--- src/rtl/loa_error_monitor.sv ---
// Error-statistics monitor for a lower-part-OR approximate adder: recomputes the exact sum per sample
// and accumulates error count, saturating error-distance sum and max error distance over a run.
module loa_error_monitor #(
    parameter int N     = 4,
    parameter int K     = 0,
    parameter int CNT_W = 16,
    parameter int ACC_W = 32
) (
    input  logic             i_Clk,
    input  logic             i_Rst_n,
    input  logic             i_Start,
    input  logic [CNT_W-1:0] i_NumSamples,
    input  logic             i_Valid,
    output logic             o_Ready,
    input  logic [N-1:0]     i_A,
    input  logic [N-1:0]     i_B,
    input  logic [N-1:0]     i_ApproxSum,
    input  logic             i_ApproxCout,
    output logic             o_Busy,
    output logic             o_Done,
    output logic [CNT_W-1:0] o_SampleCount,
    output logic [CNT_W-1:0] o_ErrCount,
    output logic [ACC_W-1:0] o_ErrDistSum,
    output logic [N:0]       o_MaxErrDist
);

    localparam int EW    = N + 1;
    localparam int SUM_W = ((ACC_W > EW) ? ACC_W : EW) + 1;
    localparam logic [SUM_W-1:0] ACC_MAX = SUM_W'({ACC_W{1'b1}});

    // K only describes the monitored adder; reject configurations that cannot exist.
    if (K > N) begin : g_k_range
        $error("K must not exceed N");
    end

    typedef enum logic [1:0] {
        ST_IDLE,
        ST_RUN,
        ST_DRAIN,
        ST_DONE
    } state_t;

    state_t           state_q, state_d;
    logic [CNT_W-1:0] target_q, target_d;
    logic [CNT_W-1:0] sample_cnt_q, sample_cnt_d;
    logic [CNT_W-1:0] err_cnt_q, err_cnt_d;
    logic [ACC_W-1:0] err_sum_q, err_sum_d;
    logic [EW-1:0]    max_ed_q, max_ed_d;
    logic             s1_vld_q, s1_vld_d;
    logic [EW-1:0]    s1_exact_q, s1_exact_d;
    logic [EW-1:0]    s1_approx_q, s1_approx_d;
    logic             drain_cnt_q, drain_cnt_d;
    logic             ready_q, ready_d;
    logic             busy_q, busy_d;
    logic             done_q, done_d;

    logic             accept;
    logic [EW-1:0]    ed;
    logic [SUM_W-1:0] sum_ext;

    always_comb begin
        state_d      = state_q;
        target_d     = target_q;
        sample_cnt_d = sample_cnt_q;
        err_cnt_d    = err_cnt_q;
        err_sum_d    = err_sum_q;
        max_ed_d     = max_ed_q;
        s1_exact_d   = s1_exact_q;
        s1_approx_d  = s1_approx_q;
        drain_cnt_d  = drain_cnt_q;

        accept   = i_Valid && ready_q;
        s1_vld_d = accept;
        if (accept) begin
            s1_exact_d   = {1'b0, i_A} + {1'b0, i_B};
            s1_approx_d  = {i_ApproxCout, i_ApproxSum};
            sample_cnt_d = sample_cnt_q + CNT_W'(1);
        end

        // Stage 2: fold the registered sample into the statistics.
        ed      = (s1_exact_q >= s1_approx_q) ? (s1_exact_q - s1_approx_q)
                                              : (s1_approx_q - s1_exact_q);
        sum_ext = SUM_W'(err_sum_q) + SUM_W'(ed);
        if (s1_vld_q) begin
            err_cnt_d = err_cnt_q + CNT_W'(ed != '0);
            err_sum_d = (sum_ext > ACC_MAX) ? {ACC_W{1'b1}} : sum_ext[ACC_W-1:0];
            if (ed > max_ed_q) begin
                max_ed_d = ed;
            end
        end

        case (state_q)
            ST_IDLE, ST_DONE: begin
                if (i_Start) begin
                    target_d     = i_NumSamples;
                    sample_cnt_d = '0;
                    err_cnt_d    = '0;
                    err_sum_d    = '0;
                    max_ed_d     = '0;
                    s1_vld_d     = 1'b0;
                    state_d      = (i_NumSamples == '0) ? ST_DONE : ST_RUN;
                end
            end
            ST_RUN: begin
                if (accept && (sample_cnt_d == target_q)) begin
                    state_d     = ST_DRAIN;
                    drain_cnt_d = 1'b0;
                end
            end
            ST_DRAIN: begin
                if (drain_cnt_q) begin
                    state_d = ST_DONE;
                end else begin
                    drain_cnt_d = 1'b1;
                end
            end
            default: state_d = ST_IDLE;
        endcase

        ready_d = (state_d == ST_RUN);
        busy_d  = (state_d == ST_RUN) || (state_d == ST_DRAIN);
        done_d  = (state_d == ST_DONE);
    end

    always_ff @(posedge i_Clk) begin
        if (!i_Rst_n) begin
            state_q      <= ST_IDLE;
            target_q     <= '0;
            sample_cnt_q <= '0;
            err_cnt_q    <= '0;
            err_sum_q    <= '0;
            max_ed_q     <= '0;
            s1_vld_q     <= 1'b0;
            s1_exact_q   <= '0;
            s1_approx_q  <= '0;
            drain_cnt_q  <= 1'b0;
            ready_q      <= 1'b0;
            busy_q       <= 1'b0;
            done_q       <= 1'b0;
        end else begin
            state_q      <= state_d;
            target_q     <= target_d;
            sample_cnt_q <= sample_cnt_d;
            err_cnt_q    <= err_cnt_d;
            err_sum_q    <= err_sum_d;
            max_ed_q     <= max_ed_d;
            s1_vld_q     <= s1_vld_d;
            s1_exact_q   <= s1_exact_d;
            s1_approx_q  <= s1_approx_d;
            drain_cnt_q  <= drain_cnt_d;
            ready_q      <= ready_d;
            busy_q       <= busy_d;
            done_q       <= done_d;
        end
    end

    assign o_Ready       = ready_q;
    assign o_Busy        = busy_q;
    assign o_Done        = done_q;
    assign o_SampleCount = sample_cnt_q;
    assign o_ErrCount    = err_cnt_q;
    assign o_ErrDistSum  = err_sum_q;
    assign o_MaxErrDist  = max_ed_q;

endmodule

--- config.mk ---
export PLATFORM = sky130hd
export DESIGN_NAME = loa_error_monitor
export DESIGN_NICKNAME = d
export VERILOG_FILES = /design/src/rtl/loa_error_monitor.sv
export SDC_FILE = /design/constraint.sdc
export NUM_CORES = 1
export LEC_CHECK = 0
export BUFFER_PORTS_ARGS = -buffer_cell sky130_fd_sc_hd__buf_2
export CELL_PAD_IN_SITES_DETAIL_PLACEMENT = 1
export CELL_PAD_IN_SITES_GLOBAL_PLACEMENT = 2
export CORE_ASPECT_RATIO = 1.1
export CORE_MARGIN = 5
export CORE_UTILIZATION = 29
export CTS_BUF_LIST = sky130_fd_sc_hd__clkbuf_8 sky130_fd_sc_hd__clkbuf_16
export DETAILED_ROUTE_END_ITERATION = 7
export PLACE_DENSITY = 0.85
export SLEW_MARGIN = 15
export SYNTH_ARGS = -nofsm -noshare
export SYNTH_HDL_FRONTEND = slang
export SYNTH_SLANG_ARGS = --single-unit
--- constraint.sdc ---
create_clock -name i_Clk -period 4 [get_ports i_Clk]
set_input_delay 0.4 -clock i_Clk [delete_from_list [all_inputs] [get_ports i_Clk]]
set_output_delay 0.4 -clock i_Clk [all_outputs]
set_load 0.01 [all_outputs]
==> results of run 1 <==
## area by class of cell
type | count | share of cell area [%]
Inverter | 35 | 1.96
Clock inverter | 7 | 0.875
Multi-Input combinational cell | 521 | 49.3
Tap cell | 247 | 4.60
Timing Repair Buffer | 120 | 9.54
Clock buffer | 9 | 3.35
Sequential cell | 102 | 30.4
## cell families after synthesis
| kind of cell | after synthesis |
|---|---|
| AOI/OAI and AO/OA | 151 |
| xor gates and xnor gates | 46 |
| adders and majority gates | 34 |
| buffers and inverters | 67 |
| DFF | 102 |
| muxes | 12 |
| and+or+nand+nor | 278 |
## per-layer routing
layer | global-route usage [%] | vias to the layer above | share of wire [%]
li1 | - | 2614 | -
met1 | 19.7 | 2516 | 47
met2 | 25.2 | 85 | 48
met3 | 2.43 | 17 | 3.9
met4 | 4.89 | 2 | 1.5
met5 | 0 | - | 0.043
## critical path: stages, from the launching register on
cell and delay (ns):
dfxtp_1 0.33, inv_1 0.08, ha_1 0.33, a21o_1 0.17, a21oi_2 0.08, a211o_2 0.37, buf_4 0.16, mux2i_1 0.27
xnor2_2 0.16, ha_1 0.35, a21oi_1 0.11, o21bai_1 0.14, a21o_1 0.35, nand3_1 0.21, nor2_1 0.29, and4_1 0.23
nor3_1 0.04
## registers in the layout, indices dropped and copies added, names as in the netlist, 2 cells and up
| name | flops |
|---|---|
| o_ErrCount | 16 |
| o_MaxErrDist | 5 |
| target_q | 16 |
| state_q | 2 |
| s1_approx_q | 5 |
| s1_exact_q | 5 |
| o_ErrDistSum | 32 |
| o_SampleCount | 16 |
## stage by stage
| step | std cells | hold WS, ns | setup TNS, ns | setup slack [ns] | utilization (%) |
|---|---|---|---|---|---|
| floorplan | 690 | 0.436 | 0 | 0.160 | - |
| global placement | 1023 | 0.448 | 0 | 0.150 | 33.5 |
| detailed placement | 1023 | 0.460 | 0 | 0.00791 | 33.5 |
| CTS | 1039 | 0.273 | 0 | 0.0428 | 35.1 |
| global route | 1041 | 0.288 | -0.0200 | -0.0200 | 35.3 |
| finish | 1041 | 0.292 | 0 | 0.213 | 35.3 |
## power breakdown
part           internal [W]  switching (W)  total, W
Combinational      0.000385       0.000508  0.000892
Sequential          0.00109      0.0000731   0.00116
Clock              0.000477       0.000393  0.000870
Total               0.00195       0.000974   0.00293
## worst max path at each step
stage,endpoint
CTS,o_ErrDistSum[15]$_SDFF_PN0_
floorplan,o_ErrDistSum[20]$_SDFF_PN0_
finish,o_ErrDistSum[29]$_SDFF_PN0_
global placement,o_ErrDistSum[23]$_SDFF_PN0_
detailed placement,o_ErrDistSum[23]$_SDFF_PN0_
global route,o_ErrDistSum[20]$_SDFF_PN0_
## cell usage in the layout (no fill, tap or decap), types with 3 or more instances in the layout
cell type	netlist	routed
o21ai_0	37	36
nor4_1	8	8
fa_1	4	4
xnor2_1	22	21
a31oi_1	25	24
a211oi_1	6	6
buf_2	3	104
ha_1	30	29
nand4_1	15	15
inv_1	34	37
nor3_1	13	13
a21o_1	7	7
nand2b_1	6	6
nand2_1	89	87
a311oi_1	3	3
and2_1	12	11
xor2_1	24	23
nor2b_1	4	4
mux2i_1	11	11
nor2_1	70	70
buf_4	2	16
dfxtp_1	102	101
o21ai_1	4	5
and4_1	9	9
clkbuf_16	0	9
and3_1	10	10
nand3b_1	3	3
a41oi_1	3	3
nand3_1	26	26
a21oi_1	46	44
## timing repair
item                       4_1_cts  5_1_grt
gates resized for setup          2       10
gates cloned                     0        0
buffers inserted                 0        2
setup endpoints to repair        5       28
pin swaps                        0        1
==> results.cfg, run 1 <==
[cells_and_area]
nets = 856
layout-drive-gt1-share_pct = 19.4
area_delta_synth_final_pct = 20.4
multi_input_area_um2 = 3310
insertedDiodeCount = 0
ff_latch_area_um2 = 2040
fin_area_um2 = 6720
fillerInstances = 2350

[routing]
vias_per_cell = 5.03
firstDrtPassIters = 4
drc_errors = 0
detail-route-antenna-nets = 0
drtIter0Drc = 176
detail_route.wl_per_cell_um = 15.7
vias = 5234
postRouteWirelength_um = 16300

[floorplan]
dieArea_um2 = 22100
core_um2 = 19000
rows = 53
die_y_um = 155
die_w_um = 142
ios = 105
initial_utilization_pct = 29.3

[synth]
syn_area_um2 = 5580
synth_ff_type = dfxtp_1
ys_seq_area_share_pct = 36.6
synth_compound_area_share_pct = 16.4
synthMuxAreaShare_pct = 2.18
avgSynthCellArea_um2 = 8.09
yosysMostFrequentCell = dfxtp_1
netlist.top_cell.by_area = dfxtp_1
synthDistinctLibCells = 59
synth_edf_count = 0
synth-xor-area-share_pct = 7.22
ys_ff_latch = 102
synth_fa_ha_area_share_pct = 8.16
ys_async_sr_fraction_pct = 0
synthTopCellsByCount = 102 x dfxtp_1, 89 x nand2_1, 70 x nor2_1
synth_top_area_share_pct = 36.6
yosys-top-cells-area = dfxtp_1 37%, ha_1 6.7%, nand2_1 6.0%, nor2_1 4.7%, a21oi_1 4.1%
yosys.area_share.simple_pct = 24.6
syn_inst = 690
yosysWarnings = 0
syn_nets = 757
synth_top_family_by_area = simple AND/OR/NAND/NOR gates

[placed_design]
post-dp-hpwl_um = 12400
place_congestion = 0.814
port_buffers = 104
place_area_um2 = 6380

[cts]
cts_root_buf = clkbuf_16
cts_tree = done
clockBufferDepth = 2
hold_buffers = 0
clock_sinks = 102
cts_buffers = 9
h-tree-depth = 3
clkSlewWorstSetupHoldPaths_ns = 0.07
insertion_delay_ns = 0.35

[job]
drv_cap = 0

[worst_setup_path]
crit_arrival_ns = 3.99
worstSetupStartpoint = s1_exact_q[1]$_SDFFE_PN0P_
crit_type = flip-flop to flip-flop
ff2ff_setup_slack_ns = 0.21
reg2reg_to = o_ErrDistSum[29]$_SDFF_PN0_
reg2regPathDepth = 16
cp_data_required_time_ns = 4.21
worst_setup_path_end_kind = flip-flop
crit_fanout = 10
worst_setup_path_start_kind = flip-flop
r2r_start = s1_exact_q[1]$_SDFFE_PN0P_

[global_routing]
grt_pass1_vias = 5362
grt-ovfl-total = 0
grt_max_degree = 34
grt_usage_pct = 15.0
grt_pass1_wl_um = 27200
antenna_found_initial = 1

[min_path]
min_path_type = input pin to flip-flop
whs_path_depth = 3
hold_start = i_ApproxSum[0]
min_to = s1_approx_q[0]$_SDFFE_PN0P_

[power]
ir_worst_vdd_uv = 209
finalPower_w = 0.00293
power.leakage_nw = 2.72
power_density_nw_per_um2 = 435

[sta]
finalHoldViolCount = 0
max_slew_margin_pct = 52.4
final.setup_skew_ns = 0.00707
setup_viol = 0
slew_viol_final = 0
max_freq_mhz = 264
tightest_slew_ns = 0.711
min_period_over_period_pct = 94.7
period_minus_slack_ns = 3.79

[status]
status = finished, final reports clean
No activity file was read; power rests on OpenSTA's default activity.
==> run 2: changes to the inputs <==
Settings changed: ABC_AREA from default to 1, CORE_UTILIZATION 29 to 28.
==> results.cfg, run 2 <==
[status]
status = finished, final reports clean

[synth]
avgSynthCellArea_um2 = 7.22
ys_seq_area_share_pct = 34.4
synthDistinctLibCells = 42
netlist.top_cell.by_area = dfxtp_1
yosys-top-cells-area = dfxtp_1 34%, nand2_1 8.0%, inv_1 7.4%, ha_1 6.3%, xor2_1 5.3%
synth_ff_type = dfxtp_1
yosysWarnings = 0
synth_top_area_share_pct = 34.4
syn_inst = 821
ys_ff_latch = 102
syn_nets = 888
ys_async_sr_fraction_pct = 0
syn_area_um2 = 5930
synthTopCellsByCount = 127 x nand2_1, 117 x inv_1, 102 x dfxtp_1
yosysMostFrequentCell = nand2_1
synth_edf_count = 0

[placed_design]
place_area_um2 = 6720
place_congestion = 0.779
port_buffers = 104
post-dp-hpwl_um = 12900
place_inst = 1187

[sta]
period_minus_slack_ns = 3.66
worst_hold_slack_ns = 0.323
tightest_slew_ns = 0.749
finalHoldViolCount = 0
slew_viol_final = 0
final.setup_skew_ns = 0.00954
max_slew_margin_pct = 49.9
max_freq_mhz = 273
setup_viol = 0
min_period_over_period_pct = 91.5
tns_ns = 0

[floorplan]
die_w_um = 149
die_y_um = 163
dieArea_um2 = 24200
ios = 105
rows = 55
core_um2 = 20700
initial_utilization_pct = 28.6

[worst_setup_path]
worst_setup_path_end_kind = flip-flop
r2r_start = s1_exact_q[1]$_SDFFE_PN0P_
worst_setup_path_start_kind = flip-flop
crit_fanout = 5
crit_type = flip-flop to flip-flop
worstSetupStartpoint = s1_exact_q[1]$_SDFFE_PN0P_
ff2ff_setup_slack_ns = 0.34
cp_data_required_time_ns = 4.24
crit_arrival_ns = 3.90

[cells_and_area]
final_cells = 1210
fin_area_um2 = 7180
area_delta_synth_final_pct = 21.2
insertedDiodeCount = 0
final_common_cell = nand2_1
layout-drive-gt1-share_pct = 18.7
multi_input_area_um2 = 3400
ff_latch_area_um2 = 2040
layout_common_cells = 125 x nand2_1, 118 x inv_1, 104 x buf_2
largest_register_ff_count = 32
fin_util_pct = 34.7
fillerInstances = 2622
nets = 987

[cts]
cts_buffers = 9
clock_sinks = 102
cts_tree = done
cts_root_buf = clkbuf_16
clkSlewWorstSetupHoldPaths_ns = 0.07
hold_buffers = 0
h-tree-depth = 3
clockBufferDepth = 2
insertion_delay_ns = 0.35

[power]
intPower_w = 0.00225
p_switching_w = 0.00134
ir_worst_vdd_uv = 230
switching_share_pct = 37.3
power.leakage_nw = 3.22
p_comb_share_pct = 39.4
pwr-share-clk_pct = 26.8
seqPwrFrac_pct = 33.8
power_density_nw_per_um2 = 501

[routing]
firstDrtPassIters = 4
detail-route-antenna-nets = 0
drc_errors = 0
vias_per_cell = 4.65
drtIter0Drc = 153
postRouteWirelength_um = 16700
detail_route.wl_per_cell_um = 13.8
vias = 5631

[min_path]
min_path_type = input pin to flip-flop
hold_start = i_NumSamples[0]

[job]
drv_cap = 0

[global_routing]
grt_max_degree = 38
grt-ovfl-total = 0
grt_pass1_vias = 5771
grt_pass1_wl_um = 28100
grt_usage_pct = 14.1
antenna_found_initial = 0
[run 2: cell types whose count changed after synthesis, sizes merged, moves of 11 or more]
cell   previous run  this run
a21oi            46        59
nand3            26        52
nand2            89       135
mux2i            11         0
xor2             24        36
inv              34       120
and2             12         1
nor2             71        90
o21ai            41        59
[run 2: critical path, cell delays in order (launching register included)]
cell and delay [ns]:
dfxtp_1 0.34, inv_1 0.08, ha_1 0.31, nand2_2 0.08, nor2_1 0.05, a211oi_2 0.25
o21ai_1 0.10, a21oi_2 0.25, buf_4 0.15, nand2_1 0.04, nand2_1 0.13, inv_1 0.09
ha_1 0.35, a21oi_1 0.08, a21boi_1 0.16, nor2_2 0.25, nand2_1 0.15, nor2_1 0.18
nand3_1 0.11, xor2_1 0.15, nand3_1 0.09, o211ai_1 0.10, inv_1 0.05
[run 2: path summary, 6_finish.rpt]
path | end | cells past startpoint
setup / recovery | o_ErrDistSum[27]$_SDFF_PN0_ | 22
hold / removal | target_q[0]$_SDFFE_PN0P_ | 3
hold reg to reg | target_q[15]$_SDFFE_PN0P_ | 2
setup reg to reg | o_ErrDistSum[27]$_SDFF_PN0_ | 22
[run 2: timing repair]
action	4_1_cts	5_1_grt
cloned	1	1
gates resized for setup	0	16
pin swaps	0	5
setup endpoints to repair	2	37
buffers inserted	0	5
[run 2: kinds of logic after synthesis]
logic type / Yosys count / share of synthesized area, %
xor+xnor: 51 / 8.29
buf+inv: 152 / 10.0
simple gates: 331 / 25.5
fa+ha+maj: 34 / 7.68
compound gates: 151 / 14.1
flops: 102 / 34.4
[run 2: routing by layer]
metal  wire, um  GRT usage (%)  up-vias
met3        667           2.50       11
met5          0              0        -
met4        215           3.87        0
li1           -              -     2892
met1       7820           17.8     2642
met2       8030           24.8       86
[run 2: through the flow]
| step | total power (W) | worst slack [ns] |
|---|---|---|
| 2_1_floorplan | 0.00228 | 0.584 |
| 5_1_grt | 0.00392 | -0.00647 |
| 6_report | 0.00360 | 0.339 |
| 3_5_place_dp | 0.00265 | 0.0107 |
| 3_3_place_gp | 0.00263 | 0.228 |
| 4_1_cts | 0.00364 | 0.0268 |
[run 2: final cells by class]
class	count	area share, %
sequential	102	28.4
timing repair buffer	114	8.29
clock inverter	6	1.20
inverter	124	6.48
clock buffer	10	3.33
multi-input combinational	569	47.3
tap	285	4.96
[run 2: power groups by stage]
stage | clock network (W) | registers, W | logic, W
after CTS | 0.00101 | 0.00122 | 0.00141
after floorplan | 0 | 0.00123 | 0.00105
after global placement | 0 | 0.00124 | 0.00139
after global routing | 0.00105 | 0.00123 | 0.00164
final | 0.000966 | 0.00122 | 0.00142
after detailed placement | 0 | 0.00124 | 0.00141
==> run 3: changes to the inputs <==
Settings changed: BUFFER_PORTS_ARGS -buffer_cell sky130_fd_sc_hd__buf_2 to default, CORE_UTILIZATION 28 to 32, DONT_BUFFER_PORTS from default to 1.
==> results.cfg, run 3 (synthesis results as in run 2) <==
[status]
status = finished, final reports clean

[worst_setup_path]
cp_data_required_time_ns = 4.24
crit_type = flip-flop to flip-flop
crit_arrival_ns = 3.81
worst_setup_path_start_kind = flip-flop
worst_setup_path_end_kind = flip-flop
crit_fanout = 5
reg2regPathDepth = 21

[placed_design]
place_congestion = 0.789
place_inst = 1041
port_buffers = 0
post-dp-hpwl_um = 12300
place_area_um2 = 6140

[sta]
tightest_slew_ns = 0.925
tns_ns = 0
max_slew_margin_pct = 38.1
finalHoldViolCount = 0
setup_viol = 0
slew_viol_final = 0
worst_hold_slack_ns = 0.143
period_minus_slack_ns = 3.57
max_freq_mhz = 280
final.setup_skew_ns = 0.0122
rsz0062_at_grt = false
min_period_over_period_pct = 89.2

[job]
drv_cap = 0

[cells_and_area]
layout-drive-gt1-share_pct = 9.01
layout_common_cells = 125 x nand2_1, 117 x inv_1, 101 x dfxtp_1
fin_util_pct = 36.2
final_cells = 1065
fin_area_um2 = 6620
largest_register_ff_count = 32
final_common_cell = nand2_1
nets = 883
area_delta_synth_final_pct = 11.7

[routing]
vias = 5287
detail_route.wl_per_cell_um = 15.5
firstDrtPassIters = 4
detail-route-antenna-nets = 0
drtIter0Drc = 173
vias_per_cell = 4.96
postRouteWirelength_um = 16600
drc_errors = 0

[floorplan]
die_w_um = 140
rows = 52
die_y_um = 153
initial_utilization_pct = 32.4
core_um2 = 18300
ios = 105
dieArea_um2 = 21400

[cts]
clockBufferDepth = 2
clkSlewWorstSetupHoldPaths_ns = 0.07
insertion_delay_ns = 0.35
h-tree-depth = 3
cts_tree = done
clock_sinks = 102
cts_root_buf = clkbuf_16
cts_buffers = 9

[power]
p_comb_share_pct = 39.7
intPower_w = 0.00213
p_switching_w = 0.00136
switching_share_pct = 39.0
seqPwrFrac_pct = 35.4
pwr-share-clk_pct = 24.9
power_density_nw_per_um2 = 527
ir_worst_vdd_uv = 299
power.leakage_nw = 2.69

[global_routing]
grt_pass1_vias = 5276
grt_usage_pct = 15.2
grt_pass1_wl_um = 26600
antenna_found_initial = 0
grt_max_degree = 65
grt-ovfl-total = 0

[min_path]
min_path_type = input pin to flip-flop
whs_path_depth = 2
run 3: changes by cell type in the layout (fill, tap and decap cells not counted), moves of 2 or more:
| cell | previous run | this run |
|---|---|---|
| nand3_2 | 2 | 4 |
| bufinv_16 | 2 | 0 |
| nand3_1 | 50 | 47 |
| buf_2 | 104 | 0 |
| clkinvlp_4 | 0 | 2 |
run 3: timing repair:
| action | CTS | global route |
|---|---|---|
| pin swaps | 0 | 6 |
| setup buffers | 0 | 4 |
| gates resized for setup | 1 | 22 |
| gates cloned | 1 | 2 |
| endpoints found under the setup margin | 5 | 37 |
| hold buffers | 0 | 0 |
run 3: power groups by stage:
stage	sequential, W	clock [W]	combinational (W)
floorplan	0.00123	0	0.00105
global placement	0.00126	0	0.00133
detailed placement	0.00126	0	0.00135
CTS	0.00124	0.000899	0.00136
global route	0.00125	0.000950	0.00161
finish	0.00123	0.000869	0.00139
run 3: stage by stage:
stage	power [W]	setup WS (ns)
4_1_cts	0.00349	0.0652
3_3_place_gp	0.00258	0.177
5_1_grt	0.00381	0.0237
6_report	0.00349	0.430
2_1_floorplan	0.00228	0.584
3_5_place_dp	0.00261	0.0236
run 3: critical path, stage by stage, from the launching register on:
cell and delay, ns:
dfxtp_1 0.34, inv_1 0.08, ha_1 0.33, nand2_2 0.10, nor2_1 0.05, a211oi_2 0.23, o21ai_1 0.11, a21oi_2 0.24
nand2_1 0.08, nand2_1 0.12, inv_1 0.09, ha_1 0.35, a21oi_1 0.08, a21boi_2 0.18, nor2_2 0.25, nand2_1 0.16
nor2_1 0.18, nand3_1 0.11, xor2_1 0.14, nand3_1 0.09, o211ai_1 0.11, inv_1 0.05
run 3: worst paths after layout:
kind / end / startpoint / slack, ns
worst max register to register: o_ErrDistSum[27]$_SDFF_PN0_ / s1_exact_q[1]$_SDFFE_PN0P_ / 0.43
worst min-delay path: o_Ready$_SDFF_PN0_ / i_Rst_n / 0.14
worst max-delay path: o_ErrDistSum[27]$_SDFF_PN0_ / s1_exact_q[1]$_SDFFE_PN0P_ / 0.43
worst min register to register: s1_approx_q[4]$_SDFFE_PN0P_ / s1_approx_q[4]$_SDFFE_PN0P_ / 0.46
run 3: cell type report:
cell class	count	area, um2
inverters	124	465
flip-flops and latches	102	2040
fillers	2285	11700
repair buffers	9	67.6
well taps	243	304
clock buffers	11	253
multi-input cells	570	3450
clock inverters	5	33.8
diodes	1	2.50
run 3: layer usage:
metal  track usage [%]  vias to the layer above  routed length (um)
met1              17.6                     2492                7000
met4              4.48                        0                 230
met5                 0                        -                   0
met2              26.7                      104                8200
li1                  -                     2676                   -
met3              4.77                       15                1120
